File: src/rtl/mem_req_queue_if.sv
// mem_req_pkg / mem_req_queue_if
// Purpose: memory request payload type and the bus bundle between the
//          AGEN->LSU latch, the request queue and the LSU.
// Signals (slave = queue side):
//   flush_i      in   recover/exception flush, discard all requests
//   memPacket_i  in   request from AgenLsu, .valid qualifies it
//   lsuReady_i   in   LSU accepts head request this cycle
//   memPacket_o  out  head request, .valid = request present
//   stall_o      out  block memory-pipe selection in the issue queue
//   count_o      out  current occupancy ($clog2(DEPTH)+1 bits)
//   overflow_o   out  sticky error: valid request arrived while full

package mem_req_pkg;

    // One memory-pipe request as latched between AGEN and LSU.
    typedef struct packed {
        logic        valid;
        logic        isStore;
        logic [4:0]  lsqId;
        logic [31:0] pc;
        logic [31:0] addr;
        logic [31:0] data;
    } memPkt;

endpackage

interface mem_req_queue_if #(
    parameter int unsigned DEPTH = 4
);
    localparam int unsigned CNT_W = $clog2(DEPTH) + 1;

    logic               flush_i;
    mem_req_pkg::memPkt memPacket_i;
    logic               lsuReady_i;
    mem_req_pkg::memPkt memPacket_o;
    logic               stall_o;
    logic [CNT_W-1:0]   count_o;
    logic               overflow_o;

    // Pipeline / LSU side.
    modport master (
        output flush_i, memPacket_i, lsuReady_i,
        input  memPacket_o, stall_o, count_o, overflow_o
    );

    // Queue side.
    modport slave (
        input  flush_i, memPacket_i, lsuReady_i,
        output memPacket_o, stall_o, count_o, overflow_o
    );
endinterface

File: src/rtl/mem_req_queue.sv
// mem_req_queue
// Purpose: in-order FIFO between the AGEN->LSU latch and the LSU. Absorbs
//          requests while the LSU is busy, raises stall_o early enough that
//          in-flight ops (STALL_SLACK) never overflow it, and is emptied by a
//          flush.
// Ports:
//   clk    in   core clock
//   reset  in   asynchronous, active-high reset
//   bus    mem_req_queue_if.slave (flush_i, memPacket_i, lsuReady_i in;
//          memPacket_o, stall_o, count_o, overflow_o out)
// Parameters: DEPTH (power of 2, >=2), STALL_SLACK (ops between select and
//          this queue).
// Configuration macro: MEM_REQ_BYPASS_EN -- when defined, a request arriving
//          at an empty queue with the LSU ready is passed straight through
//          combinationally and never written.

module mem_req_queue
    import mem_req_pkg::*;
#(
    parameter int unsigned DEPTH       = 4,
    parameter int unsigned STALL_SLACK = 2
) (
    input logic            clk,
    input logic            reset,
    mem_req_queue_if.slave bus
);

    localparam int unsigned PTR_W = $clog2(DEPTH);
    localparam int unsigned CNT_W = PTR_W + 1;
    localparam logic [CNT_W-1:0] DEPTH_CNT = CNT_W'(DEPTH);
    localparam logic [CNT_W-1:0] STALL_TH  = CNT_W'(DEPTH - STALL_SLACK);

    memPkt            entries [DEPTH];
    logic [PTR_W-1:0] head;
    logic [PTR_W-1:0] tail;
    logic [CNT_W-1:0] count;
    logic             overflow;

    logic [PTR_W-1:0] headNext;
    logic [PTR_W-1:0] tailNext;
    logic [CNT_W-1:0] countNext;
    logic             overflowNext;

    logic  full;
    logic  empty;
    logic  inValid;
    logic  deq;
    logic  enq;
    logic  bypass;
    memPkt outPkt;

    // Handshake decode and next-state for pointers, counter and overflow flag.
    always_comb begin
        full         = (count == DEPTH_CNT);
        empty        = (count == '0);
        inValid      = bus.memPacket_i.valid;
        bypass       = 1'b0;
`ifdef MEM_REQ_BYPASS_EN
        bypass       = empty & inValid & bus.lsuReady_i & ~bus.flush_i;
`endif
        // Flush freezes the handshake: head stays visible but is not consumed.
        deq          = ~empty & bus.lsuReady_i & ~bus.flush_i;
        // A full queue still accepts when the head leaves in the same cycle.
        enq          = inValid & ~bus.flush_i & ~bypass & (~full | deq);

        headNext     = head + PTR_W'(deq);
        tailNext     = tail + PTR_W'(enq);
        countNext    = count + CNT_W'(enq) - CNT_W'(deq);
        overflowNext = overflow | (inValid & full & ~deq & ~bus.flush_i);

        if (bus.flush_i) begin
            headNext  = '0;
            tailNext  = '0;
            countNext = '0;
        end
    end

    // Pointer, occupancy and error-flag registers.
    always_ff @(posedge clk or posedge reset) begin
        if (reset) begin
            head     <= '0;
            tail     <= '0;
            count    <= '0;
            overflow <= 1'b0;
        end else begin
            head     <= headNext;
            tail     <= tailNext;
            count    <= countNext;
            overflow <= overflowNext;
        end
    end

    // Request storage; cleared on reset so stale payloads never leak out.
    always_ff @(posedge clk or posedge reset) begin
        if (reset) begin
            for (int i = 0; i < int'(DEPTH); i++) begin
                entries[i] <= '0;
            end
        end else if (enq) begin
            entries[tail] <= bus.memPacket_i;
        end
    end

    // Head presentation; an empty queue shows an all-zero packet.
    always_comb begin
        outPkt = '0;
        if (!empty) begin
            outPkt = entries[head];
        end
        if (bypass) begin
            outPkt = bus.memPacket_i;
        end
    end

    assign bus.memPacket_o = outPkt;
    // Stall depends on the count register only, never on lsuReady_i.
    assign bus.stall_o     = (count >= STALL_TH);
    assign bus.count_o     = count;
    assign bus.overflow_o  = overflow;

endmodule

File: src/flat_wrapper.sv
// flat-port wrapper written by rule: the top's interface ports become plain ports
module mem_req_queue_flat import mem_req_pkg::*;
#(
    parameter int unsigned DEPTH       = 4,
    parameter int unsigned STALL_SLACK = 2
)
  (clk, reset, bus_flush_i, bus_memPacket_i, bus_lsuReady_i, bus_memPacket_o, bus_stall_o, bus_count_o, bus_overflow_o);
  mem_req_queue_if #(.DEPTH(DEPTH)) bus_i ();
  input logic clk;
  input logic reset;
  input wire logic [$bits(bus_i.flush_i)-1:0] bus_flush_i;
  input wire logic [$bits(bus_i.memPacket_i)-1:0] bus_memPacket_i;
  input wire logic [$bits(bus_i.lsuReady_i)-1:0] bus_lsuReady_i;
  output wire logic [$bits(bus_i.memPacket_o)-1:0] bus_memPacket_o;
  output wire logic [$bits(bus_i.stall_o)-1:0] bus_stall_o;
  output wire logic [$bits(bus_i.count_o)-1:0] bus_count_o;
  output wire logic [$bits(bus_i.overflow_o)-1:0] bus_overflow_o;
  assign bus_i.flush_i = bus_flush_i;
  assign bus_i.memPacket_i = bus_memPacket_i;
  assign bus_i.lsuReady_i = bus_lsuReady_i;
  assign bus_memPacket_o = bus_i.memPacket_o;
  assign bus_stall_o = bus_i.stall_o;
  assign bus_count_o = bus_i.count_o;
  assign bus_overflow_o = bus_i.overflow_o;
  mem_req_queue #(.DEPTH(DEPTH), .STALL_SLACK(STALL_SLACK)) u_core (.clk(clk), .reset(reset), .bus(bus_i));
endmodule
File: config.mk
export PLATFORM = sky130hd
export DESIGN_NAME = mem_req_queue_flat
export DESIGN_NICKNAME = d
export VERILOG_FILES = /design/src/rtl/mem_req_queue_if.sv /design/src/rtl/mem_req_queue.sv /design/src/flat_wrapper.sv
export SDC_FILE = /design/constraint.sdc
export NUM_CORES = 1
export LEC_CHECK = 0
export BUFFER_PORTS_ARGS = -buffer_cell sky130_fd_sc_hd__buf_4
export CAP_MARGIN = 10
export CORE_MARGIN = 10
export CORE_UTILIZATION = 25
export DETAILED_ROUTE_END_ITERATION = 8
export SLEW_MARGIN = 20
export SYNTH_ARGS = -nofsm -noshare
export SYNTH_HDL_FRONTEND = slang
export SYNTH_SLANG_ARGS = --single-unit
File: constraint.sdc
create_clock -name clk -period 12.6 [get_ports clk]
set_input_delay 1.26 -clock clk [delete_from_list [all_inputs] [get_ports clk]]
set_output_delay 1.26 -clock clk [all_outputs]
set_load 0.1 [all_outputs]
==> flow_metrics.tcl, run 1 <==
set metrics [dict create \
    synth_flop_cell "dfrtp_1" \
    critPathKind "reg -> out" \
    cts.path.max_buffers 3 \
    synthArstFlopShare_pct 100.0 \
    vias 10761 \
    rows 102 \
    path_clk_slew_ns 0.06 \
    hold_viol_final 0 \
    area_delta_synth_final_pct 22.58 \
    startpoint_type "register" \
    postCtsSetupBuffers 0 \
    post_drt_via_cell_ratio 4.407 \
    status "completed" \
    pin_count 215 \
    hp-class "reg -> reg" \
    path_max_fanout 41 \
    start_util_pct 25.10 \
    final_cell_mix "dfrtp_1 (418), mux2_2 (250), buf_4 (228)" \
    layout_commonest_cell "dfrtp_1" \
    met2WireLength_mm 22.73 \
    worst_pin_slew_ns 1.052 \
    met1_length_mm 22.55 \
    drtIter0Drc 537 \
    final_max_slew_viol_count 0 \
    tns_ns 0 \
    tritoncts "done" \
    ys_seq_elements 420 \
    io_buffers 214 \
    drive_gt1_share_pct 58.71 \
    drt_first_pass_iters 4 \
    drc 0 \
    chipHeight_microns 298.4 \
    cts_max_level 2 \
    fin_crit_ns 5.253 \
    cts_resized 0 \
    fin_nets 1470 \
    setup_viol 0 \
    syn_area_per_cell_sq_um 16.76 \
    syn_nets 1268 \
    required_ns 11.34 \
    syn_area_sq_um 19380 \
    holdBufCountCts 0 \
    ir_worst_vdd_mv 0.2294 \
    synth-edff-count 0 \
    grt_antenna_before_repair 8 \
    clk_latency_ns 0.58 \
    grt_max_degree 173 \
    cts_made_buffers 51 \
    antenna_left 0 \
    clk_root_buffer_cell "clkbuf_16" \
    drt-total-wl_mm 49.43 \
    met3_length_mm 3.257 \
    globalplace.congestion 0.7234 \
    grt_pass1_wl_mm 76.93 \
    dr.max_layer_used "met5" \
    worstSetupEndpointType "output port" \
    arrival_ns 3.99 \
    p_per_area_nw_per_um2 256.1 \
    synth.distinct_cells 27 \
    maxCapViolations 0 \
    die_area_sq_um 89050 \
    grtUsageTotal_pct 10.94 \
    wl_per_cell_microns 20.24 \
    grt_pass1_vias 12196 \
    max_freq_mhz 190.4 \
    fin_skew_ns 0.01249 \
    power_leakage_nw 10.78 \
    dp_hpwl_mm 30.15 \
    fin_crit_sh_pct 41.69 \
    relSlewSlack_pct 29.85 \
    ys_seq_area_share_pct 54.23 \
    rsz0062_at_grt "false" \
    clock-sinks 420 \
    die_x_microns 298.4 \
    syn-instance-count 1156 \
    grt.overflow.total 0 \
    coreArea_sq_um 77210 \
    ys_warn_count 0 \
    utilization_pct 30.77 \
]
## synthesized netlist by cell type, types with 2 or more instances
cell	number	area [sq um]
dfrtp_1	420	10510
buf_6	17	191.4
ha_1	4	50.05
inv_1	5	18.77
buf_1	2	7.510
buf_4	7	52.55
nor3_1	3	15.01
nand2b_1	4	25.02
mux2_2	250	2815
buf_2	33	165.2
mux2_4	138	2072
xnor2_1	3	26.28
nor2b_1	106	663.1
mux2_1	20	225.2
or4b_1	2	20.02
clkbuf_1	24	90.09
nor2_1	6	22.52
mux4_2	103	2320
## metrics by stage
stage                     setup slack (ns)  std cells  power [mW]  hold WS [ns]  area [sq um]
after floorplan                      5.674       1156       4.016        0.4287         19380
after global placement               7.815       2344       4.554        0.4445         21950
after detailed placement             7.793       2344       4.600        0.4488         21950
after CTS                            7.128       2439       6.166        0.4676         23720
after global routing                 7.023       2441       6.355        0.4848         23750
final                                7.347       2442       6.084        0.4691         23760
## final timing paths
path,startpoint,to,slack [ns],depth (start not counted)
hold / removal,u_core.entries[411],u_core.entries[411],0.47,1
min in group asynchronous,reset,u_core.entries[319],0.65,2
hold reg to reg,u_core.entries[411],u_core.entries[411],0.47,1
setup / recovery,u_core.head[1],bus_memPacket_o[36],7.35,5
max in group asynchronous,reset,u_core.entries[350],9.94,5
setup reg to reg,u_core.bus.count_o[1],u_core.entries[356],9.00,4
## state kept, by name, summed over array words and instances, names as in the netlist
name / count
u_core.tail: 2
u_core.head: 2
u_core.bus.count_o: 3
u_core.bus.overflow_o: 1
u_core.entries: 412
## worst max-delay path, cell delays in order, from the launching register on
cell	delay [ns]
dfrtp_4	0.78
buf_4	0.72
buf_4	0.81
mux4_2	0.59
nor2b_1	0.16
buf_4	0.27
## layer usage
| layer | GRT usage [%] | vias to the layer above |
|---|---|---|
| li1 | - | 4640 |
| met1 | 14.59 | 5797 |
| met2 | 17.05 | 248 |
| met3 | 3.441 | 64 |
| met4 | 2.693 | 12 |
| met5 | 0 | - |
## report_power, final
part,switching (mW),leakage (nW),internal (mW)
Combinational,1.68,4.61,0.911
Sequential,0.225,5.30,1.74
Clock,0.593,0.871,0.934
Total,2.49,10.8,3.59
## cell families after synthesis
group                    synth area share [%]
buffers and inverters                   2.712
AO/OA/AOI/OAI                          0.1227
flip-flops                              54.23
XOR/XNOR                               0.1356
adder cells (fa/ha/maj)                0.3616
multiplexers                            38.35
AND/OR/NAND/NOR                         4.087
## area by class of cell
type / count / area [sq um]
fillers: 7563 / 53460
flip-flops and latches: 420 / 10520
multi-input cells: 648 / 8366
repair buffers: 232 / 1774
clock buffers: 69 / 1455
well taps: 1040 / 1301
clock inverters: 26 / 314.1
inverters: 5 / 22.52
diodes: 2 / 5.005
No activity file was read; power rests on OpenSTA's default activity.
==> run 2, diff against run 1 <==
- clock period: 12.6 -> 5 ns (I/O delays scaled with it)
==> flow_metrics.tcl, run 2 (synthesized netlist as in run 1, its figures left out) <==
set metrics [dict create \
    drtIter0Drc 383 \
    grt_pass1_vias 12271 \
    fin_crit_ns 3.587 \
    drt-total-wl_mm 48.62 \
    switching_share_pct 40.66 \
    hold_viol_final 0 \
    clk_latency_ns 0.58 \
    grt_pass1_wl_mm 76.94 \
    cts_made_buffers 51 \
    tritoncts "done" \
    path_max_fanout 41 \
    required_ns 4.50 \
    die_x_microns 298.4 \
    pin_count 215 \
    wl_per_cell_microns 19.92 \
    largest_reg_flops 412 \
    fin_crit_sh_pct 71.75 \
    status "completed" \
    hp-class "in -> reg" \
    cts_max_level 2 \
    worstSetupEndpointType "output port" \
    arrival_ns 3.09 \
    grtUsageTotal_pct 10.85 \
    reg2reg_setup_slack_ns 2.06 \
    clock-sinks 420 \
    antenna_left 0 \
    final_cell_mix "dfrtp_1 (418), mux2_2 (250), buf_4 (226)" \
    fin_nets 1472 \
    startpoint_type "register" \
    power_leakage_nw 10.82 \
    path_clk_slew_ns 0.06 \
    worst_pin_slew_ns 1.066 \
    path_common_cell "buf_4" \
    ir_worst_vdd_mv 0.5404 \
    vias 10754 \
    clk_root_buffer_cell "clkbuf_16" \
    detailedPlace.worstSlack_ns 1.919 \
    setup_slack_ns 1.413 \
    die_area_sq_um 89050 \
    p_seq_share_pct 32.2 \
    critPathKind "reg -> out" \
    post_drt_via_cell_ratio 4.406 \
    area_delta_synth_final_pct 23.06 \
    layout_commonest_cell "dfrtp_1" \
    dp.cells 2346 \
    power_frac_clock_pct 25.4 \
    final_cell_count_no_fill 2441 \
    grt.overflow.total 0 \
    cts.path.max_buffers 3 \
    switching_power_mw 6.258 \
    final_max_slew_viol_count 0 \
    drt_first_pass_iters 4 \
    rows 102 \
    rsz0062_at_grt "false" \
    max_freq_mhz 278.8 \
    cts_resized 0 \
    io_buffers 214 \
    relSlewSlack_pct 28.94 \
    grt_antenna_before_repair 7 \
    path_cells "buf_4, mux4_2, nor2b_1, buf_4" \
    start_util_pct 25.10 \
    drive_gt1_share_pct 58.57 \
    chipHeight_microns 298.4 \
    globalplace.congestion 0.7016 \
    fin_skew_ns 0.01562 \
    internal_power_mw 9.133 \
    p_per_area_nw_per_um2 645.4 \
    power_frac_comb_pct 42.4 \
    coreArea_sq_um 77210 \
    grt_max_degree 165 \
    dp_hpwl_mm 29.79 \
    setup_viol 0 \
    maxCapViolations 0 \
    cp_slowest_stage_delay_ns 0.92 \
    largest-register "u_core.entries" \
    nFillCells 7567 \
    critPathSlowestCell "dfrtp_4" \
    drc 0 \
]
[run 2: cell type report]
type / instances / area [sq um] / area share (%)
Antenna cell: 1 / 2.502 / 0.01049
Clock buffer: 75 / 1539 / 6.453
Clock inverter: 18 / 254.0 / 1.065
Inverter: 5 / 22.52 / 0.09443
Multi-Input combinational cell: 648 / 8366 / 35.08
Sequential cell: 420 / 10520 / 44.10
Tap cell: 1040 / 1301 / 5.456
Timing Repair Buffer: 234 / 1847 / 7.744
[run 2: critical path, delay by kind of cell (launching register included)]
kind	cells	cell delay [ns]
multiplexers	1	0.58
flip-flops	1	0.92
AND/OR/NAND/NOR	1	0.15
buffers and inverters	2	0.82
[run 2: power groups by stage]
stage	Combinational [mW]	Clock, mW	Sequential [mW]
finish	6.53	3.91	4.95
global route	6.85	4.18	5.07
CTS	6.63	4.04	4.95
detailed placement	6.61	0	4.99
global placement	6.55	0	4.93
floorplan	5.26	0	4.86
[run 2: per-layer routing]
metal	track usage [%]	routed length, microns	up-vias
met5	0	69	-
met4	2.753	947	12
met3	3.311	2926	73
met2	17.05	22340	217
met1	14.41	22340	5817
li1	-	-	4635
[run 2: what timing repair did]
item | CTS | global route
setup buffers | 0 | 0
hold endpoints to repair | 16 | 0
hold buffers | 1 | 0
[run 2: final timing paths]
kind / to / startpoint / cells past startpoint
max: bus_memPacket_o[19] / u_core.head[1] / 4
min: u_core.head[1] / bus_flush_i / 2
max reg2reg: u_core.entries[180] / u_core.bus.count_o[1] / 4
min reg2reg: u_core.entries[411] / u_core.entries[411] / 1
max in group asynchronous: u_core.entries[283] / reset / 4
min in group asynchronous: u_core.entries[12] / reset / 3
[run 2: metrics by stage]
step                util (%)  instance area, sq um  setup TNS (ns)  total power [mW]  hold slack, ns
floorplan                  -                 19380         -489.51             10.12          0.4287
global placement       28.55                 22040               0             11.47          0.4441
detailed placement     28.55                 22040               0             11.60          0.4516
CTS                    30.88                 23850               0             15.61          0.1063
global route           30.88                 23850               0             16.10          0.1329
finish                 30.89                 23850               0             15.39          0.1541
==> run 3, diff against run 2 <==
- clock period: 5 -> 3.21 ns (I/O delays scaled with it)
==> flow_metrics.tcl, run 3 (synthesized netlist as in run 1, its figures left out) <==
set metrics [dict create \
    status "completed" \
    r2r-end "u_core.entries[402]" \
    power_leakage_nw 11.39 \
    final_cell_count_no_fill 2565 \
    drive_gt1_share_pct 58.37 \
    die_x_microns 298.4 \
    drc 0 \
    hp-class "in -> reg" \
    antenna_left 0 \
    required_ns 2.89 \
    relSlewSlack_pct 50.34 \
    switching_power_mw 9.873 \
    path_clk_slew_ns 0.06 \
    wl_per_cell_microns 19.42 \
    total_power_mw 24.02 \
    path_max_fanout 41 \
    cts_resized 0 \
    critPathKind "reg -> out" \
    startpoint_type "register" \
    rsz0062_at_grt "false" \
    grt_pass1_wl_mm 79.92 \
    power_frac_comb_pct 43.8 \
    ff2ff_path_depth 4 \
    io_buffers 214 \
    setup_viol 0 \
    start_util_pct 25.10 \
    grt.overflow.total 0 \
    fin_crit_sh_pct 92.03 \
    maxCapViolations 0 \
    cts_made_buffers 50 \
    vias 11177 \
    p_per_area_nw_per_um2 952.7 \
    dp_hpwl_mm 31.12 \
    dp.cells 2370 \
    clock-sinks 420 \
    multi_input_area_sq_um 8496 \
    ir_worst_vdd_mv 0.9366 \
    fin_crit_ns 2.954 \
    worst_pin_slew_ns 0.7433 \
    drtIter0Drc 473 \
    final_max_slew_viol_count 0 \
    grt_pass1_vias 13023 \
    worstSetupEndpointType "output port" \
    whs_path_depth 3 \
    max_freq_mhz 338.5 \
    post_drt_via_cell_ratio 4.358 \
    chipHeight_microns 298.4 \
    clk_latency_ns 0.58 \
    seqCellArea_sq_um 10520 \
    grt_antenna_before_repair 4 \
    arrival_ns 2.63 \
    tritoncts "done" \
    coreArea_sq_um 77210 \
    pin_count 215 \
    drt_first_pass_iters 4 \
    grt_max_degree 76 \
    reg2reg_from "u_core.bus.count_o[1]" \
    nFillCells 7514 \
    fin_skew_ns 0.02147 \
    grtUsageTotal_pct 11.21 \
    final_cell_mix "dfrtp_1 (418), mux2_2 (250), buf_4 (239)" \
    largest_reg_flops 412 \
    clk_root_buffer_cell "clkbuf_16" \
    hold_viol_final 0 \
    internal_power_mw 14.15 \
    fin_nets 1599 \
    globalplace.congestion 0.7208 \
    switching_share_pct 41.10 \
    drt-total-wl_mm 49.80 \
    largest-register "u_core.entries" \
    reg2reg_setup_slack_ns 0.82 \
    area_delta_synth_final_pct 30.09 \
    crit_end "bus_memPacket_o[34]" \
    layout_commonest_cell "dfrtp_1" \
    power_frac_clock_pct 24.1 \
    cts.path.max_buffers 3 \
    rows 102 \
    p_seq_share_pct 32.1 \
    die_area_sq_um 89050 \
    crit_start "u_core.head[1]" \
    cts_max_level 2 \
]
## run 3: cell count changes in the layout (fill, tap and decap cells not counted), sizes merged
cell	before	now
clkinvlp	2	8
clkinv	9	6
buf	233	257
diode	1	2
bufinv	6	5
dlygate4sd3	1	105
clkbuf	75	68
## run 3: cell type report
class                   instances  share of cell area, %
repair buffers                362                  12.71
diodes                          2                0.01985
clock buffers                  68                  5.593
multi-input cells             648                  33.70
flip-flops and latches        420                  41.72
inverters                       5                0.08933
clock inverters                20                  1.007
well taps                    1040                  5.161
## run 3: worst min-delay path by stage
stage | start | end | slack (ns)
floorplan | u_core.entries[205] | u_core.entries[205] | 0.43
global placement | u_core.entries[102] | u_core.entries[102] | 0.45
detailed placement | u_core.entries[205] | u_core.entries[205] | 0.45
CTS | bus_lsuReady_i | u_core.bus.overflow_o | 0.16
global route | bus_lsuReady_i | u_core.bus.overflow_o | 0.18
finish | bus_lsuReady_i | u_core.bus.overflow_o | 0.22
## run 3: power by group through the flow
| stage | clock, mW | sequential [mW] | combinational (mW) |
|---|---|---|---|
| 6_report | 5.78 | 7.71 | 10.5 |
| 5_1_grt | 6.22 | 7.90 | 11.0 |
| 3_5_place_dp | 0 | 7.77 | 10.5 |
| 3_3_place_gp | 0 | 7.66 | 10.4 |
| 4_1_cts | 6.00 | 7.71 | 10.7 |
| 2_1_floorplan | 0 | 7.56 | 8.35 |
## run 3: timing repair
action | CTS | global route
hold buffers | 105 | 0
endpoints found under the hold margin | 436 | 0
buffers inserted | 0 | 0
## run 3: per-layer routing
| metal | GRT usage [%] | wire (microns) | vias to the layer above | part of all wire [%] |
|---|---|---|---|---|
| met2 | 18.02 | 23570 | 218 | 47 |
| met4 | 2.896 | 944 | 6 | 1.9 |
| met1 | 14.99 | 22910 | 6006 | 46 |
| li1 | - | - | 4877 | - |
| met5 | 0 | 38 | - | 0.076 |
| met3 | 2.675 | 2341 | 70 | 4.7 |
## run 3: through the flow
| stage | worst slack, ns | cell area (sq um) | utilization (%) | hold slack [ns] | setup TNS [ns] |
|---|---|---|---|---|---|
| 2_1_floorplan | -2.777 | 19510 | - | 0.4287 | -1166.13 |
| 3_3_place_gp | 0.7926 | 22490 | 29.13 | 0.4489 | 0 |
| 3_5_place_dp | 0.7822 | 22490 | 29.13 | 0.4484 | 0 |
| 4_1_cts | 0.1481 | 25210 | 32.65 | 0.1557 | 0 |
| 5_1_grt | 0.09176 | 25210 | 32.65 | 0.1828 | 0 |
| 6_report | 0.2559 | 25210 | 32.65 | 0.2152 | 0 |
## run 3: worst max-delay path, cell delays in order (launching register included)
cell	delay, ns
dfrtp_4	0.66
buf_12	0.37
mux4_2	0.54
nor2b_1	0.19
buf_4	0.28
